$ cat config.mk
export PLATFORM = sky130hd
export DESIGN_NAME = ship_placer
export DESIGN_NICKNAME = d
export VERILOG_FILES = /design/src/rtl/ship_placer_pkg.sv /design/src/rtl/ship_placer_tile_step.sv /design/src/rtl/ship_placer.sv
export SDC_FILE = /design/constraint.sdc
export NUM_CORES = 1
export LEC_CHECK = 0
export BUFFER_PORTS_ARGS = -buffer_cell sky130_fd_sc_hd__buf_2
export CORE_MARGIN = 2
export CORE_UTILIZATION = 59
export CTS_CLUSTER_DIAMETER = 200
export DETAILED_ROUTE_END_ITERATION = 6
export HOLD_SLACK_MARGIN = 0.05
export PLACE_DENSITY = 0.81
export SLEW_MARGIN = 20
export SYNTH_ARGS = -nofsm -noshare
export SYNTH_HDL_FRONTEND = slang
export SYNTH_SLANG_ARGS = --single-unit
$ cat constraint.sdc
create_clock -name clk -period 5.1 [get_ports clk]
set_clock_uncertainty 0.05 [all_clocks]
set_input_delay 0.765 -clock clk [delete_from_list [all_inputs] [get_ports clk]]
set_output_delay 0.765 -clock clk [all_outputs]
set_load 0.03 [all_outputs]
$ cat src/rtl/ship_placer_pkg.sv
// Shared types and helpers for the fleet-setup placement controller.
package ship_placer_pkg;

  localparam logic [1:0] NORTH = 2'd0;
  localparam logic [1:0] EAST  = 2'd1;
  localparam logic [1:0] SOUTH = 2'd2;
  localparam logic [1:0] WEST  = 2'd3;

  typedef enum logic [2:0] {
    StIdle,
    StEdit,
    StCheck,
    StWrite,
    StNext
  } state_t;

  // Length codes: a ship covers code+1 tiles.
  function automatic logic [2:0] ship_len(input logic [2:0] idx);
    logic [2:0] len;
    case (idx)
      3'd0:    len = 3'd4;
      3'd1:    len = 3'd3;
      3'd2:    len = 3'd2;
      3'd3:    len = 3'd2;
      default: len = 3'd1;
    endcase
    return len;
  endfunction

  function automatic logic [7:0] pack_cursor(input logic [3:0] x, input logic [3:0] y);
    return {x, y};
  endfunction

  function automatic logic [3:0] cursor_x(input logic [7:0] c);
    return c[7:4];
  endfunction

  function automatic logic [3:0] cursor_y(input logic [7:0] c);
    return c[3:0];
  endfunction

endpackage

$ cat src/rtl/ship_placer_tile_step.sv
// Combinational tile walker: anchor + k steps toward orientation, with a board-bounds flag.
module tile_step
  import ship_placer_pkg::*;
#(
  parameter int unsigned GRID = 10
) (
  input  logic        [7:0] anchor,
  input  logic        [1:0] orientation,
  input  logic        [2:0] k,
  output logic signed [4:0] x,
  output logic signed [4:0] y,
  output logic              in_bounds
);

  localparam logic signed [4:0] MaxCoord = 5'(GRID - 1);

  logic signed [4:0] ax, ay, dk;

  always_comb begin
    ax = $signed({1'b0, cursor_x(anchor)});
    ay = $signed({1'b0, cursor_y(anchor)});
    dk = $signed({2'b00, k});
    x  = ax;
    y  = ay;
    unique case (orientation)
      NORTH:   y = ay - dk;
      EAST:    x = ax + dk;
      SOUTH:   y = ay + dk;
      default: x = ax - dk;
    endcase
    in_bounds = (x >= 5'sd0) && (x <= MaxCoord) && (y >= 5'sd0) && (y <= MaxCoord);
  end

endmodule

$ cat src/rtl/ship_placer.sv
// Fleet placement controller: cursor editing, bounds/overlap check, tile commit.
// Define SHIP_PLACER_WRAP_EN to make cursor moves wrap around the board edges.
module ship_placer
  import ship_placer_pkg::*;
#(
  parameter int unsigned GRID   = 10,
  parameter int unsigned NSHIPS = 5
) (
  input  logic       clk,
  input  logic       rst,
  input  logic       start,
  input  logic       btn_up,
  input  logic       btn_down,
  input  logic       btn_left,
  input  logic       btn_right,
  input  logic       btn_rotate,
  input  logic       btn_place,
  output logic [7:0] cursor,
  output logic [1:0] orientation,
  output logic [2:0] length,
  output logic       active,
  output logic       invalid,
  output logic       done,
  output logic [7:0] occ_addr,
  input  logic       occ_rd_data,
  output logic       occ_we,
  output logic [2:0] occ_wr_data
);

  localparam logic [3:0] LastCoord = 4'(GRID - 1);
  localparam logic [2:0] LastShip  = 3'(NSHIPS - 1);
`ifdef SHIP_PLACER_WRAP_EN
  localparam logic WrapEn = 1'b1;
`else
  localparam logic WrapEn = 1'b0;
`endif

  state_t     state_q, state_d;
  logic [7:0] cursor_q, cursor_d;
  logic [1:0] orientation_q, orientation_d;
  logic [2:0] length_q, length_d;
  logic [2:0] idx_q, idx_d;
  logic [2:0] cnt_q, cnt_d;
  logic       hit_q, hit_d;
  logic       active_q, active_d;
  logic       invalid_q, invalid_d;
  logic       done_q, done_d;
  logic       occ_we_q, occ_we_d;
  logic [7:0] occ_addr_q, occ_addr_d;
  logic [2:0] wr_data_q, wr_data_d;

  // One stepper serves both checks: end tile while editing, next walk tile otherwise.
  logic        [2:0] step_k;
  logic signed [4:0] step_x, step_y;
  logic              step_ok;
  logic        [7:0] step_addr;
  logic              unused_sign;

  assign step_k      = (state_q == StEdit) ? length_q : cnt_q + 3'd1;
  assign step_addr   = pack_cursor(step_x[3:0], step_y[3:0]);
  assign unused_sign = step_x[4] ^ step_y[4];

  tile_step #(
    .GRID(GRID)
  ) u_tile_step (
    .anchor     (cursor_q),
    .orientation(orientation_q),
    .k          (step_k),
    .x          (step_x),
    .y          (step_y),
    .in_bounds  (step_ok)
  );

  logic [3:0] cx, cy;
  assign cx = cursor_x(cursor_q);
  assign cy = cursor_y(cursor_q);

  always_comb begin
    state_d       = state_q;
    cursor_d      = cursor_q;
    orientation_d = orientation_q;
    length_d      = length_q;
    idx_d         = idx_q;
    cnt_d         = cnt_q;
    hit_d         = hit_q;
    active_d      = active_q;
    invalid_d     = 1'b0;
    done_d        = 1'b0;
    occ_we_d      = 1'b0;
    occ_addr_d    = occ_addr_q;
    wr_data_d     = wr_data_q;

    unique case (state_q)
      StIdle: begin
        if (start) begin
          active_d      = 1'b1;
          idx_d         = 3'd0;
          cursor_d      = 8'h00;
          orientation_d = EAST;
          length_d      = ship_len(3'd0);
          wr_data_d     = 3'd1;
          state_d       = StEdit;
        end
      end
      StEdit: begin
        if (btn_place) begin
          if (!step_ok) begin
            invalid_d = 1'b1;
          end else begin
            state_d    = StCheck;
            cnt_d      = 3'd0;
            hit_d      = 1'b0;
            occ_addr_d = cursor_q;
          end
        end else if (btn_rotate) begin
          orientation_d = orientation_q + 2'd1;
        end else if (btn_up) begin
          cursor_d = pack_cursor(cx, (cy == 4'd0) ? (WrapEn ? LastCoord : cy) : cy - 4'd1);
        end else if (btn_down) begin
          cursor_d = pack_cursor(cx, (cy == LastCoord) ? (WrapEn ? 4'd0 : cy) : cy + 4'd1);
        end else if (btn_left) begin
          cursor_d = pack_cursor((cx == 4'd0) ? (WrapEn ? LastCoord : cx) : cx - 4'd1, cy);
        end else if (btn_right) begin
          cursor_d = pack_cursor((cx == LastCoord) ? (WrapEn ? 4'd0 : cx) : cx + 4'd1, cy);
        end
      end
      StCheck: begin
        // Read data trails the address by one cycle, so cnt=0 has nothing to sample yet.
        if (cnt_q != 3'd0) hit_d = hit_q | occ_rd_data;
        if (cnt_q == length_q + 3'd1) begin
          if (hit_d) begin
            invalid_d = 1'b1;
            state_d   = StEdit;
          end else begin
            state_d    = StWrite;
            cnt_d      = 3'd0;
            occ_we_d   = 1'b1;
            occ_addr_d = cursor_q;
          end
        end else begin
          cnt_d = cnt_q + 3'd1;
          if (cnt_q != length_q) occ_addr_d = step_addr;
        end
      end
      StWrite: begin
        if (cnt_q == length_q) begin
          state_d = StNext;
        end else begin
          cnt_d      = cnt_q + 3'd1;
          occ_we_d   = 1'b1;
          occ_addr_d = step_addr;
        end
      end
      StNext: begin
        if (idx_q == LastShip) begin
          done_d   = 1'b1;
          active_d = 1'b0;
          state_d  = StIdle;
        end else begin
          idx_d         = idx_q + 3'd1;
          cursor_d      = 8'h00;
          orientation_d = EAST;
          length_d      = ship_len(idx_q + 3'd1);
          wr_data_d     = idx_q + 3'd2;
          state_d       = StEdit;
        end
      end
      default: state_d = StIdle;
    endcase
  end

  always_ff @(posedge clk) begin
    if (rst) begin
      state_q       <= StIdle;
      cursor_q      <= 8'h00;
      orientation_q <= EAST;
      length_q      <= ship_len(3'd0);
      idx_q         <= 3'd0;
      cnt_q         <= 3'd0;
      hit_q         <= 1'b0;
      active_q      <= 1'b0;
      invalid_q     <= 1'b0;
      done_q        <= 1'b0;
      occ_we_q      <= 1'b0;
      occ_addr_q    <= 8'h00;
      wr_data_q     <= 3'd1;
    end else begin
      state_q       <= state_d;
      cursor_q      <= cursor_d;
      orientation_q <= orientation_d;
      length_q      <= length_d;
      idx_q         <= idx_d;
      cnt_q         <= cnt_d;
      hit_q         <= hit_d;
      active_q      <= active_d;
      invalid_q     <= invalid_d;
      done_q        <= done_d;
      occ_we_q      <= occ_we_d;
      occ_addr_q    <= occ_addr_d;
      wr_data_q     <= wr_data_d;
    end
  end

  assign cursor      = cursor_q;
  assign orientation = orientation_q;
  assign length      = length_q;
  assign active      = active_q;
  assign invalid     = invalid_q;
  assign done        = done_q;
  assign occ_addr    = occ_addr_q;
  assign occ_we      = occ_we_q;
  assign occ_wr_data = wr_data_q;

endmodule

==> flow_summary.ini <==
[status]
status = finished clean

[clock_tree]
clkSinkCount = 38
cts_made_buffers = 5
postCtsSetupBuffers = 0
ctsLongestPathBuffers = 2
ctsResizeCount = 0
htreeDepth = 2
holdBufCountCts = 0
cts_tree = done
cts.clk_slew.worst_paths_ns = 0.07
worstSkewPairLatency_ns = 0.29
root_buffer = clkbuf_8

[detailed_routing]
route.vias.total = 2730
wl_mm = 7.14
drc = 0
drt_iter0_markers = 242
drtAntennaViolNets = 0
first_pass_iters = 4
wl_per_cell_um = 15.7
viasPerCell = 6.00

[sta]
final.period_utilization_pct = 86.6
rsz0062_at_grt = no
slew_violations = 0
final-hold-violation-count = 0
fin_crit_ns = 4.42
worstMarginPinSlew_ns = 0.635
fin_tns_setup_ns = 0
fmax_ghz = 0.226
finalSetupViolCount = 0
max_slew_margin_pct = 57.7

[yosys]
synth_edf_count = 0
synthTopCellsByCount = 38 x dfxtp_1, 35 x nor2_1, 32 x a21oi_1
postSynthCellCount = 356
syn_nets = 396
synth_top_area_share_pct = 25.8
ys_seq_elements = 38
synthArstFlopShare_pct = 0
synth_area_leader_cell = dfxtp_1
syn_area_um2 = 2950
ys.flop_type = dfxtp_1
synthDistinctLibCells = 70
ys_warn_count = 0
ys_seq_area_share_pct = 25.8
syn_area_per_cell_um2 = 8.30
synth_most_common_cell = dfxtp_1
synth_area_leaders = dfxtp_1 26%, ha_1 11%, a21oi_1 5.4%

[setup_path]
crit_path_frequent_cell = ha_1
crit_path_top_delay_cell = dfxtp_1
r2r_slack_ns = 0.68
cp_max_fo = 11
crit_arrival_ns = 4.52
startpoint_type = flip-flop
cp_slowest_stage_delay_ns = 0.57
worstSetupEndpointType = flip-flop
cpLargestDelayFamily = simple AND/OR/NAND/NOR gates
criticalPathCategory = reg2reg
crit_chain = inv_1 > nand2b_1 > mux2i_1 > ha_1 > ha_1 > mux2_2 > ha_1 > a211oi_1 > or4_1 > and3_1 > o31a_1 > o311ai_1 > o31ai_1
critPathBufInv = 1
required_ns = 5.21

[power]
p_comb_share_pct = 56.8
ir_worst_vdd_mv = 0.208
power_density_nw_per_um2 = 441
cellLeakagePower_nw = 1.35
p_clk_share_pct = 15.2
switchingPower_mw = 0.683
internal-power_mw = 0.755
swShare_pct = 47.5
seqPwrFrac_pct = 28.0

[placed_design]
dpl.hpwl_mm = 5.57
place_congestion = 0.958
post_dp_cell_area_um2 = 3170
port_buffers = 37

[cells_and_area]
drive_above_1_share_pct = 16.5
n_antenna_cell = 0
area_growth_syn_to_layout_pct = 10.4
design_area_um2 = 3260
nFillCells = 397
fin_nets = 427

[global_route]
grt_busiest_layer = met2
grt_max_degree = 35
use_met1_pct = 37.6
grt_pass1_wl_mm = 11.8
antenna_found_initial = 0
met2_usage_pct = 44.1
grt_util_met3_pct = 4.55
grt_pass1_vias = 2505
grtUsageTotal_pct = 27.3
overflow = 0

[die]
die_x_um = 74.8
io_pins = 38
design.die.area_um2 = 5590
start_util_pct = 61.7
coreArea_um2 = 4790
row_count = 25
die_height_um = 74.8

[min_path]
hold_class = reg2reg

[flow_run]
cap_violations = 0
==> metrics by stage <==
stage                     setup slack (ns)  std cells  utilization [%]  hold WS [ns]  total power, mW
after floorplan                       1.13        356                -         0.480             1.03
after global placement               0.957        447             66.2         0.407             1.18
after detailed placement             0.755        447             66.2         0.415             1.21
after CTS                            0.726        455             68.2         0.436             1.43
after global routing                 0.488        455             68.2         0.476             1.55
final                                0.684        455             68.2         0.437             1.44
==> cells by family after synthesis <==
family | Yosys count | synth area share, %
buf+inv | 38 | 5.21
simple gates | 120 | 21.1
fa+ha+maj | 30 | 13.5
mux | 6 | 2.12
xor+xnor | 12 | 5.38
flops | 38 | 25.8
compound gates | 112 | 27.0
==> cell type report <==
class                   instances  area, µm²  share of cell area [%]
inverters                      24       90.1                    2.76
clock inverters                 2       12.5                   0.384
repair buffers                 38        193                    5.91
multi-input cells             280       2040                    62.5
clock buffers                   6       82.6                    2.53
flip-flops and latches         38        761                    23.3
well taps                      67       83.8                    2.57
==> worst register-to-register path: cells and delay by family (launching register included) <==
kind / cells / cell delay, ns
and+or+nand+nor: 3 / 1.03
muxes: 2 / 0.68
buffers and inverters: 1 / 0.19
AOI/OAI and AO/OA: 4 / 0.95
adders and majority gates: 3 / 0.82
DFF: 1 / 0.57
==> flip-flops by register name, summed over array words and instances, names as in the netlist, 2 cells and up <==
name         cells
orientation      2
length           3
idx_q            3
cursor           8
cnt_q            3
state_q          3
occ_addr         8
occ_wr_data      3
==> power groups by stage <==
stage	Combinational [mW]	Sequential, mW	Clock, mW
2_1_floorplan	0.560	0.466	0
3_3_place_gp	0.778	0.406	0
3_5_place_dp	0.800	0.409	0
4_1_cts	0.806	0.402	0.224
5_1_grt	0.898	0.413	0.236
6_report	0.817	0.403	0.218
==> path summary, 6_finish.rpt <==
check,startpoint,end,depth (start not counted)
setup / recovery,state_q[2],occ_addr[2],13
hold / removal,occ_addr[5],occ_addr[5],1
setup reg to reg,state_q[2],occ_addr[2],13
hold reg to reg,occ_addr[5],occ_addr[5],1
==> routing by layer <==
metal  part of all wire [%]  up-vias
met2                     46       90
met1                     46     1265
met4                    1.4        0
met5                      0        -
met3                    6.7       11
li1                       -     1364
==> cell usage in the layout (no fill, tap or decap), types with 3 or more instances in the layout <==
cell type,n
a22oi_1,6
a31oi_1,9
dfxtp_1,38
buf_2,37
mux2i_1,4
o21ai_0,18
nand2_1,22
a21o_1,6
nor2b_1,6
fa_1,3
a311oi_1,7
o211ai_1,3
nor2_1,35
a21oi_1,32
a211oi_1,4
clkbuf_8,6
nor3_1,11
ha_1,27
o22ai_1,3
nand2b_1,5
nand3_1,13
nand3b_1,3
or3_1,5
xor2_1,4
xnor2_1,5
inv_1,23
Note: power is estimated with default switching activity, not from simulation.
